`src/rtl/tile_result_collector.sv`:
```
// Collects ROW x COL partial tiles from the tile multiplier, sums them over the
// K_TILES reduction steps of one (i,j) output tile, then drains it row-major over valid/ready.
module tile_result_collector #(
  parameter int WIDTH   = 16,
  parameter int ROW     = 4,
  parameter int COL     = 4,
  parameter int K_TILES = 4,
  parameter int J_TILES = 4,
  parameter int ADDR_W  = 10
) (
  input  logic                     clk,
  input  logic                     rst,
  input  logic                     tile_valid,
  input  logic [ROW*COL*WIDTH-1:0] tile_data,
  input  logic [7:0]               tile_i,
  input  logic [7:0]               tile_j,
  input  logic [7:0]               tile_k,
  output logic                     tile_ready,
  output logic                     wr_valid,
  input  logic                     wr_ready,
  output logic [ADDR_W-1:0]        wr_addr,
  output logic [WIDTH-1:0]         wr_data,
  output logic                     busy,
  output logic                     seq_err,
  output logic                     ovf_err,
  output logic [15:0]              tiles_out
);

  localparam int NE = ROW * COL;
  localparam int NW = (NE > 1) ? $clog2(NE) : 1;
  localparam logic [NW-1:0] N_LAST = NW'(NE - 1);
  localparam logic [7:0]    K_LAST = 8'(K_TILES - 1);

  typedef enum logic [1:0] {
    IDLE  = 2'd0,
    ACC   = 2'd1,
    DRAIN = 2'd2
  } state_t;

  state_t                  state_q, state_d;
  logic [NE*WIDTH-1:0]     acc_q, acc_d, sum_s;
  logic [7:0]              exp_k_q, exp_k_d;
  logic [7:0]              cur_i_q, cur_i_d;
  logic [7:0]              cur_j_q, cur_j_d;
  logic [NW-1:0]           n_q, n_d;
  logic                    wr_valid_q, wr_valid_d;
  logic [ADDR_W-1:0]       wr_addr_q, wr_addr_d;
  logic [WIDTH-1:0]        wr_data_q, wr_data_d;
  logic                    busy_q, busy_d;
  logic                    seq_err_q, seq_err_d;
  logic                    ovf_err_q, ovf_err_d;
  logic [15:0]             tiles_out_q, tiles_out_d;
  logic                    start_s;

  // Output-matrix address of element n of tile (i,j), row-major with stride J_TILES*COL.
  function automatic logic [ADDR_W-1:0] addr_f(input logic [7:0] i, input logic [7:0] j,
                                               input logic [NW-1:0] n);
    logic [31:0] r;
    logic [31:0] c;
    logic [31:0] a;
    r = 32'(n) / 32'(COL);
    c = 32'(n) % 32'(COL);
    a = (32'(i) * 32'(ROW) + r) * 32'(J_TILES * COL) + 32'(j) * 32'(COL) + c;
    return a[ADDR_W-1:0];
  endfunction

  function automatic logic [WIDTH-1:0] elem_f(input logic [NE*WIDTH-1:0] v, input logic [NW-1:0] n);
    logic [WIDTH-1:0] res;
    res = '0;
    for (int e = 0; e < NE; e++) begin
      if (n == NW'(e)) begin
        res = v[e*WIDTH +: WIDTH];
      end else begin
        res = res;
      end
    end
    return res;
  endfunction

  // Element-wise modulo-2^WIDTH sum of the accumulator and the incoming partial tile.
  always_comb begin
    sum_s = '0;
    for (int e = 0; e < NE; e++) begin
      sum_s[e*WIDTH +: WIDTH] = acc_q[e*WIDTH +: WIDTH] + tile_data[e*WIDTH +: WIDTH];
    end
  end

  assign tile_ready = (state_q != DRAIN);

  // Next-state and registered-output logic for accept, accumulate and drain.
  always_comb begin
    state_d     = state_q;
    acc_d       = acc_q;
    exp_k_d     = exp_k_q;
    cur_i_d     = cur_i_q;
    cur_j_d     = cur_j_q;
    n_d         = n_q;
    wr_valid_d  = wr_valid_q;
    wr_addr_d   = wr_addr_q;
    wr_data_d   = wr_data_q;
    seq_err_d   = seq_err_q;
    ovf_err_d   = ovf_err_q;
    tiles_out_d = tiles_out_q;
    start_s     = 1'b0;

    case (state_q)
      IDLE: begin
        if (tile_valid) begin
          if (tile_k == 8'd0) begin
            acc_d   = tile_data;
            cur_i_d = tile_i;
            cur_j_d = tile_j;
            exp_k_d = 8'd1;
            if (K_TILES == 1) begin
              state_d = DRAIN;
              start_s = 1'b1;
            end else begin
              state_d = ACC;
            end
          end else begin
            seq_err_d = 1'b1;
          end
        end else begin
          state_d = IDLE;
        end
      end
      ACC: begin
        if (tile_valid) begin
          if ((tile_i == cur_i_q) && (tile_j == cur_j_q) && (tile_k == exp_k_q)) begin
            acc_d   = sum_s;
            exp_k_d = exp_k_q + 8'd1;
            if (tile_k == K_LAST) begin
              state_d = DRAIN;
              start_s = 1'b1;
            end else begin
              state_d = ACC;
            end
          end else begin
            seq_err_d = 1'b1;
          end
        end else begin
          state_d = ACC;
        end
      end
      DRAIN: begin
        if (tile_valid) begin
          ovf_err_d = 1'b1;
        end else begin
          ovf_err_d = ovf_err_q;
        end
        if (wr_ready) begin
          if (n_q == N_LAST) begin
            wr_valid_d  = 1'b0;
            tiles_out_d = tiles_out_q + 16'd1;
            exp_k_d     = 8'd0;
            acc_d       = '0;
            n_d         = '0;
            state_d     = IDLE;
          end else begin
            n_d       = n_q + NW'(1);
            wr_addr_d = addr_f(cur_i_q, cur_j_q, n_q + NW'(1));
            wr_data_d = elem_f(acc_q, n_q + NW'(1));
          end
        end else begin
          n_d = n_q;
        end
      end
      default: begin
        state_d = IDLE;
      end
    endcase

    // The first word goes out the cycle after the final accept.
    if (start_s) begin
      n_d        = '0;
      wr_valid_d = 1'b1;
      wr_addr_d  = addr_f(cur_i_d, cur_j_d, '0);
      wr_data_d  = elem_f(acc_d, '0);
    end else begin
      n_d = n_d;
    end

    busy_d = (state_d != IDLE);
  end

  // State, accumulator and output registers.
  always_ff @(posedge clk or negedge rst) begin
    if (!rst) begin
      state_q     <= IDLE;
      acc_q       <= '0;
      exp_k_q     <= 8'd0;
      cur_i_q     <= 8'd0;
      cur_j_q     <= 8'd0;
      n_q         <= '0;
      wr_valid_q  <= 1'b0;
      wr_addr_q   <= '0;
      wr_data_q   <= '0;
      busy_q      <= 1'b0;
      seq_err_q   <= 1'b0;
      ovf_err_q   <= 1'b0;
      tiles_out_q <= 16'd0;
    end else begin
      state_q     <= state_d;
      acc_q       <= acc_d;
      exp_k_q     <= exp_k_d;
      cur_i_q     <= cur_i_d;
      cur_j_q     <= cur_j_d;
      n_q         <= n_d;
      wr_valid_q  <= wr_valid_d;
      wr_addr_q   <= wr_addr_d;
      wr_data_q   <= wr_data_d;
      busy_q      <= busy_d;
      seq_err_q   <= seq_err_d;
      ovf_err_q   <= ovf_err_d;
      tiles_out_q <= tiles_out_d;
    end
  end

  assign wr_valid  = wr_valid_q;
  assign wr_addr   = wr_addr_q;
  assign wr_data   = wr_data_q;
  assign busy      = busy_q;
  assign seq_err   = seq_err_q;
  assign ovf_err   = ovf_err_q;
  assign tiles_out = tiles_out_q;

endmodule

```
`config.mk`:
```
export PLATFORM = sky130hd
export DESIGN_NAME = tile_result_collector
export DESIGN_NICKNAME = d
export VERILOG_FILES = /design/src/rtl/tile_result_collector.sv
export SDC_FILE = /design/constraint.sdc
export NUM_CORES = 1
export LEC_CHECK = 0
export ABC_AREA = 1
export CORE_UTILIZATION = 35
export CTS_CLUSTER_SIZE = 20
export DETAILED_ROUTE_END_ITERATION = 10
export PLACE_DENSITY = 0.64
export SETUP_SLACK_MARGIN = 0.1
export SLEW_MARGIN = 20
export SYNTH_ARGS = -nofsm -noshare
export SYNTH_HDL_FRONTEND = slang
export SYNTH_SLANG_ARGS = --single-unit
```
`constraint.sdc`:
```
create_clock -name clk -period 3.99 [get_ports clk]
set_clock_uncertainty 0.2 [all_clocks]
set_input_delay 0.5985 -clock clk [delete_from_list [all_inputs] [get_ports clk]]
set_output_delay 0.5985 -clock clk [all_outputs]
set_load 0.01 [all_outputs]
```
==> results of run 1 <==
[worst max-delay path: stages (launching register included)]
cell	delay (ps)
dfrtp_1	440
ha_1	270
xnor2_2	320
inv_2	80
nand2_2	140
nor2_2	100
inv_1	280
o21ai_0	120
inv_1	60
nand3_1	170
nand2_1	110
nand2_1	140
nand2_1	130
nand3_1	110
nand3_1	120
nand3_1	110
nand2_1	150
nand3_1	130
nand2_1	130
nand2_1	80
nand2_1	100
nand2_1	60
[worst min-delay path by stage]
stage / slack [ps] / startpoint / to / cells after the start
final: 260 / tiles_out[15]$_DFFE_PN0P_ / tiles_out[15]$_DFFE_PN0P_ / 1
after global routing: 290 / tiles_out[15]$_DFFE_PN0P_ / tiles_out[15]$_DFFE_PN0P_ / 1
after CTS: 270 / tiles_out[15]$_DFFE_PN0P_ / tiles_out[15]$_DFFE_PN0P_ / 1
after detailed placement: 270 / tiles_out[15]$_DFFE_PN0P_ / tiles_out[15]$_DFFE_PN0P_ / 1
after floorplan: 100 / rst / acc_q[0]$_DFF_PN0_ / 0
after global placement: 260 / tiles_out[15]$_DFFE_PN0P_ / tiles_out[15]$_DFFE_PN0P_ / 1
[final cells by class]
class | instances | area, um2 | area share, %
flip-flops and latches | 332 | 8310 | 23.3
inverters | 632 | 2380 | 6.68
repair buffers | 410 | 4140 | 11.6
multi-input cells | 3161 | 17800 | 50.1
diodes | 3 | 7.51 | 0.0211
well taps | 1070 | 1340 | 3.76
clock inverters | 20 | 238 | 0.668
clock buffers | 66 | 1360 | 3.81
[cell families after synthesis]
family | count (synthesis) | share of synthesized area [%]
adders and majority gates | 277 | 12.4
AOI/OAI and AO/OA | 1295 | 24.6
xor gates and xnor gates | 90 | 2.73
muxes | 1 | 0.0386
and+or+nand+nor | 1498 | 21.4
DFF | 332 | 28.5
buffers and inverters | 793 | 10.5
[timing repair]
item | 4_1_cts | 5_1_grt
hold endpoints to repair | 52 | 0
hold buffers | 1 | 0
endpoints found under the setup margin | 0 | 0
[synth_stat cells (20+ instances only)]
cell         n
nor2_1     305
a22oi_1    113
o2111ai_1   21
a21oi_1    709
nand4_1     42
nand2_1    831
inv_1      618
ha_1       259
clkbuf_1   101
xor2_1      70
nand3_1    230
a221oi_1    20
dfrtp_1    332
o21ai_0    334
nor3_1      29
buf_2       39
[metrics by stage]
stage / hold slack [ps] / cell area, um2 / power [W]
detailed placement: 265 / 34000 / 0.0188
global placement: 258 / 34000 / 0.0186
CTS: 274 / 35600 / 0.0233
floorplan: 103 / 29200 / 0.0151
finish: 264 / 35600 / 0.0233
global route: 292 / 35600 / 0.0256
[registers in the layout, summed over array words and instances (netlist names)]
name / count
acc_q: 256
tiles_out: 16
wr_data: 16
wr_addr: 10
cur_i_q: 8
cur_j_q: 8
exp_k_q: 8
n_q: 4
state_q: 2
busy: 1
ovf_err: 1
seq_err: 1
wr_valid: 1
[report_power, final]
group | internal, W | switching [W]
logic | 0.00497 | 0.00792
clock network | 0.00263 | 0.00174
registers | 0.00485 | 0.00123
total | 0.0125 | 0.0109
[per-layer routing]
metal  global-route usage, %  wire (um)  up-vias
li1                        -          -    15000
met1                    31.8      45700    13900
met2                    37.2      45100      869
met3                    3.53       6440      183
met4                    9.65       4200        6
met5                       0         45        -
==> flow_summary.toml, run 1 <==
[cells_and_area]
area_growth_pct = 22.1
final_cell_count_no_fill = 5694
nNetsFinal = 5144
mostFrequentLayoutCell = "nand2_1"
post-route-util_pct = 43.3
mostFrequentLayoutCells = "nand2_1 (830), a21oi_1 (709), inv_1 (618)"
drive_above_1_share_pct = 4.35
fill_cells = 8414

[sta]
setup_viol = 0
maxSlewHeadroom_pct = 44.8
period_share_pct = 91.6
grt_setup_unrepaired = "no"
worst_pin_slew_ps = 827
setup_tns_ps = 0
final.setup.worst_slack_ps = 335
final-max-slew-violation-count = 0
finalHoldViolCount = 0
layout_min_cycle_time_ps = 3650
fmax_mhz = 274

[logic_synthesis]
synth.yosys.seq_area_share_pct = 28.5
synth_seq_cells = 332
synth_top_area_share_pct = 28.5
synth_flop_cell = "dfrtp_1"
yosys.area.top_type = "dfrtp_1"
syn-cell-area_um2 = 29200
synth_edf_count = 0
ys_types = 49
synth_cells = 4286
synthArstFlopShare_pct = 100
yosysWarnings = 0
yosys-top-cells-area = "dfrtp_1 (29%), a21oi_1 (12%), ha_1 (11%), nand2_1 (11%), inv_1 (8.0%)"
synth_area_per_cell_um2 = 6.80
syn-num-nets = 4847

[critical_path]
reg2reg_from = "n_q[0]$_DFFE_PN0P_"
crit_fanout = 12
r2r-end = "wr_data[10]$_DFFE_PN0P_"
cp.required_ps = 4270
crit_path_start = "n_q[0]$_DFFE_PN0P_"
crit_end = "wr_data[10]$_DFFE_PN0P_"
reg2regPathDepth = 21
cp-start-kind = "register"
cp_data_arrival_time_ps = 3930
critPathCaptureType = "register"
r2r_setup_slack_ps = 340
criticalPathCategory = "reg -> reg"

[run]
drv_cap = 0

[floorplanning]
core_area_um2 = 82200
ios = 331
die_h_um = 291
row_count = 105
initial_core_util_pct = 35.4
die_w_um = 291
die-area_um2 = 84400

[clock_tree]
clk_pin_slew_ps = 60
clockBufferDepth = 3
clk_latency_ps = 580
numCtsBuffers = 46
cts.repair.resized = 0
htreeDepth = 2
clockRootBuffer = "clkbuf_16"
cts_sinks = 332
post-cts-setup-buffer-count = 0
cts_tree = "yes"

[place]
dpl.hpwl_um = 76300
port_buffers = 330
dpl.cell_count = 5604
dpl_worst_slack_ps = 180
gp_congestion = 0.922

[status]
status = "completed"

[global_route]
grt_pass1_vias = 28400
grt_pass1_wl_um = 158000
grtUsageTotal_pct = 23.5
antenna_found_initial = 5
grt_max_degree = 125
overflow = 0

[pwr]
p_leak_nw = 17.3
vdd_drop_max_uv = 307
powerDensity_nw_per_um2 = 656

[routing]
num_vias = 30000
wire_per_inst_um = 17.8
remaining_drc_errors = 0
drt-total-wl_um = 102000
drt_pass1_iterations = 5
postRouteAntennaNets = 0
drt_iter0_markers = 2353
viasPerCell = 5.26

[hold_path]
holdCritPathClass = "reg -> reg"
No activity file was read; power rests on OpenSTA's default activity.
==> inputs of run 2 (changes only) <==
--- a/config.mk
+++ b/config.mk
@@ -6,10 +6,10 @@
 export NUM_CORES = 1
 export LEC_CHECK = 0
 export ABC_AREA = 1
-export CORE_UTILIZATION = 35
+export CORE_UTILIZATION = 43
 export CTS_CLUSTER_SIZE = 20
 export DETAILED_ROUTE_END_ITERATION = 10
-export PLACE_DENSITY = 0.64
+export PLACE_DENSITY = 0.74
 export SETUP_SLACK_MARGIN = 0.1
 export SLEW_MARGIN = 20
 export SYNTH_ARGS = -nofsm -noshare
==> flow_summary.toml, run 2 (synthesis results as in run 1) <==
[critical_path]
r2r-end = "wr_data[7]$_DFFE_PN0P_"
crit_fanout = 16
critPathCaptureType = "register"
cp-start-kind = "register"
reg2regPathDepth = 22
criticalPathCategory = "reg -> reg"
r2r_setup_slack_ps = 400
reg2reg_from = "n_q[0]$_DFFE_PN0P_"
cp.required_ps = 4260
cp_data_arrival_time_ps = 3860

[routing]
remaining_drc_errors = 0
postRouteAntennaNets = 0
drt_pass1_iterations = 6
drt-total-wl_um = 96600
drt_iter0_markers = 3117
viasPerCell = 5.54
num_vias = 30400
wire_per_inst_um = 17.6

[sta]
setup_viol = 0
finalHoldViolCount = 0
layout_min_cycle_time_ps = 3590
period_share_pct = 89.9
maxSlewHeadroom_pct = 27.8
worst_pin_slew_ps = 1080
setup_tns_ps = 0
fmax_mhz = 279
final-max-slew-violation-count = 0
grt_setup_unrepaired = "no"

[floorplanning]
ios = 331
core_area_um2 = 67200
die_h_um = 262
die-area_um2 = 68800
die_w_um = 262
row_count = 95
initial_core_util_pct = 43.4

[pwr]
p_sw_w = 0.0108
p_comb_share_pct = 56.6
swShare_pct = 47.5
vdd_drop_max_uv = 331
p_leak_nw = 17.1
total_power_w = 0.0227
internal_power_w = 0.0119
p_seq_share_pct = 26.9
powerDensity_nw_per_um2 = 649
clkPwrFrac_pct = 16.5

[global_route]
grt_pass1_vias = 28200
antenna_found_initial = 3
grt_pass1_wl_um = 152000
overflow = 0
grt_max_degree = 162
grtUsageTotal_pct = 27.4

[cells_and_area]
largest_reg_flops = 256
nNetsFinal = 5129
mostFrequentLayoutCells = "nand2_1 (829), a21oi_1 (709), inv_1 (618)"
ff_latch_area_um2 = 8310
multi_input_area_um2 = 17800
mostFrequentLayoutCell = "nand2_1"
drive_above_1_share_pct = 3.67
fill_cells = 6410
area_growth_pct = 20.0
largest_register = "acc_q"

[clock_tree]
clk_latency_ps = 590
clk_pin_slew_ps = 60
cts_tree = "yes"
cts_sinks = 332
htreeDepth = 2
clockBufferDepth = 3
numCtsBuffers = 42
post-cts-setup-buffer-count = 0
clockRootBuffer = "clkbuf_16"

[run]
drv_cap = 0

[hold_path]
holdCritPathClass = "reg -> reg"
worstHoldStart = "tiles_out[15]$_DFFE_PN0P_"
worstHoldPathCells = 1
hold_path_end = "tiles_out[15]$_DFFE_PN0P_"

[place]
gp_congestion = 0.949
port_buffers = 330
dpl.hpwl_um = 71600

[status]
status = "completed"
run 2: changes by cell type in the layout (fill, tap and decap cells not counted):
cell        delta
clkbuf_16      -4
clkbuf_1      +11
clkinv_2       -1
bufinv_16      -2
buf_12         +2
nand2_2        +1
clkbuf_8      -11
nand2_1        -1
clkinvlp_4     -3
inv_6          -1
buf_4         -13
run 2: stage by stage:
stage          hold slack (ps)  area [um2]  setup slack [ps]  util [%]  instances
3_3_place_gp               252       33700               212      50.1       5396
6_report                   266       35000               404      52.1       5475
3_5_place_dp               261       33700               155      50.1       5396
4_1_cts                    273       35000               323      52.1       5472
2_1_floorplan              103       29200               563         -       4286
5_1_grt                    284       35000               189      52.1       5475
run 2: layer usage:
| metal | share of wire, % | up-vias | track usage [%] |
|---|---|---|---|
| met5 | 0 | - | 0 |
| met4 | 4.1 | 0 | 11.7 |
| met3 | 7.2 | 214 | 2.77 |
| met2 | 45 | 1201 | 43.8 |
| met1 | 44 | 13900 | 37.8 |
| li1 | - | 15000 | - |
run 2: cell type report:
class                   instances  share of cell area (%)
flip-flops and latches        332                    23.8
repair buffers                399                    11.7
clock buffers                  62                    3.28
diodes                          3                  0.0215
well taps                     873                    3.12
inverters                     632                    6.79
clock inverters                13                   0.404
multi-input cells            3161                    51.0
run 2: timing repair:
action	4_1_cts	5_1_grt
gates resized for setup	0	2
hold buffers	1	0
endpoints found under the setup margin	0	5
hold endpoints to repair	83	0
run 2: worst max path at each step:
stage	start	slack [ps]	depth (start not counted)	to
2_1_floorplan	tile_k[4]	560	13	wr_addr[8]$_DFFE_PN0P_
3_3_place_gp	tile_i[0]	210	15	wr_addr[8]$_DFFE_PN0P_
3_5_place_dp	tile_i[0]	150	15	wr_addr[7]$_DFFE_PN0P_
4_1_cts	n_q[0]$_DFFE_PN0P_	320	21	wr_data[7]$_DFFE_PN0P_
5_1_grt	n_q[0]$_DFFE_PN0P_	190	21	wr_data[7]$_DFFE_PN0P_
6_report	n_q[0]$_DFFE_PN0P_	400	22	wr_data[7]$_DFFE_PN0P_
run 2: critical path, cell delays in order, from the launching register on:
cell and delay [ps]:
dfrtp_1 440, ha_1 270, xnor2_2 270, buf_4 190
nand2_2 100, nor2_4 130, inv_2 140, o21ai_0 120
inv_1 60, nand2_1 90, nand3_1 130, nand2_1 140
nand2_1 120, nand2_1 100, nand3_1 140, nand3_1 130
nand3_1 100, nand2_1 140, nand3_1 90, nand2_1 160
nand2_1 100, nand2_1 70, nand2_1 40
run 2: power by group through the flow:
stage               Clock [W]  Sequential (W)  Combinational [W]
global route          0.00392         0.00626             0.0146
detailed placement          0         0.00611             0.0126
global placement            0         0.00608             0.0123
CTS                   0.00381         0.00608             0.0127
floorplan                   0         0.00566            0.00948
finish                0.00375         0.00611             0.0128
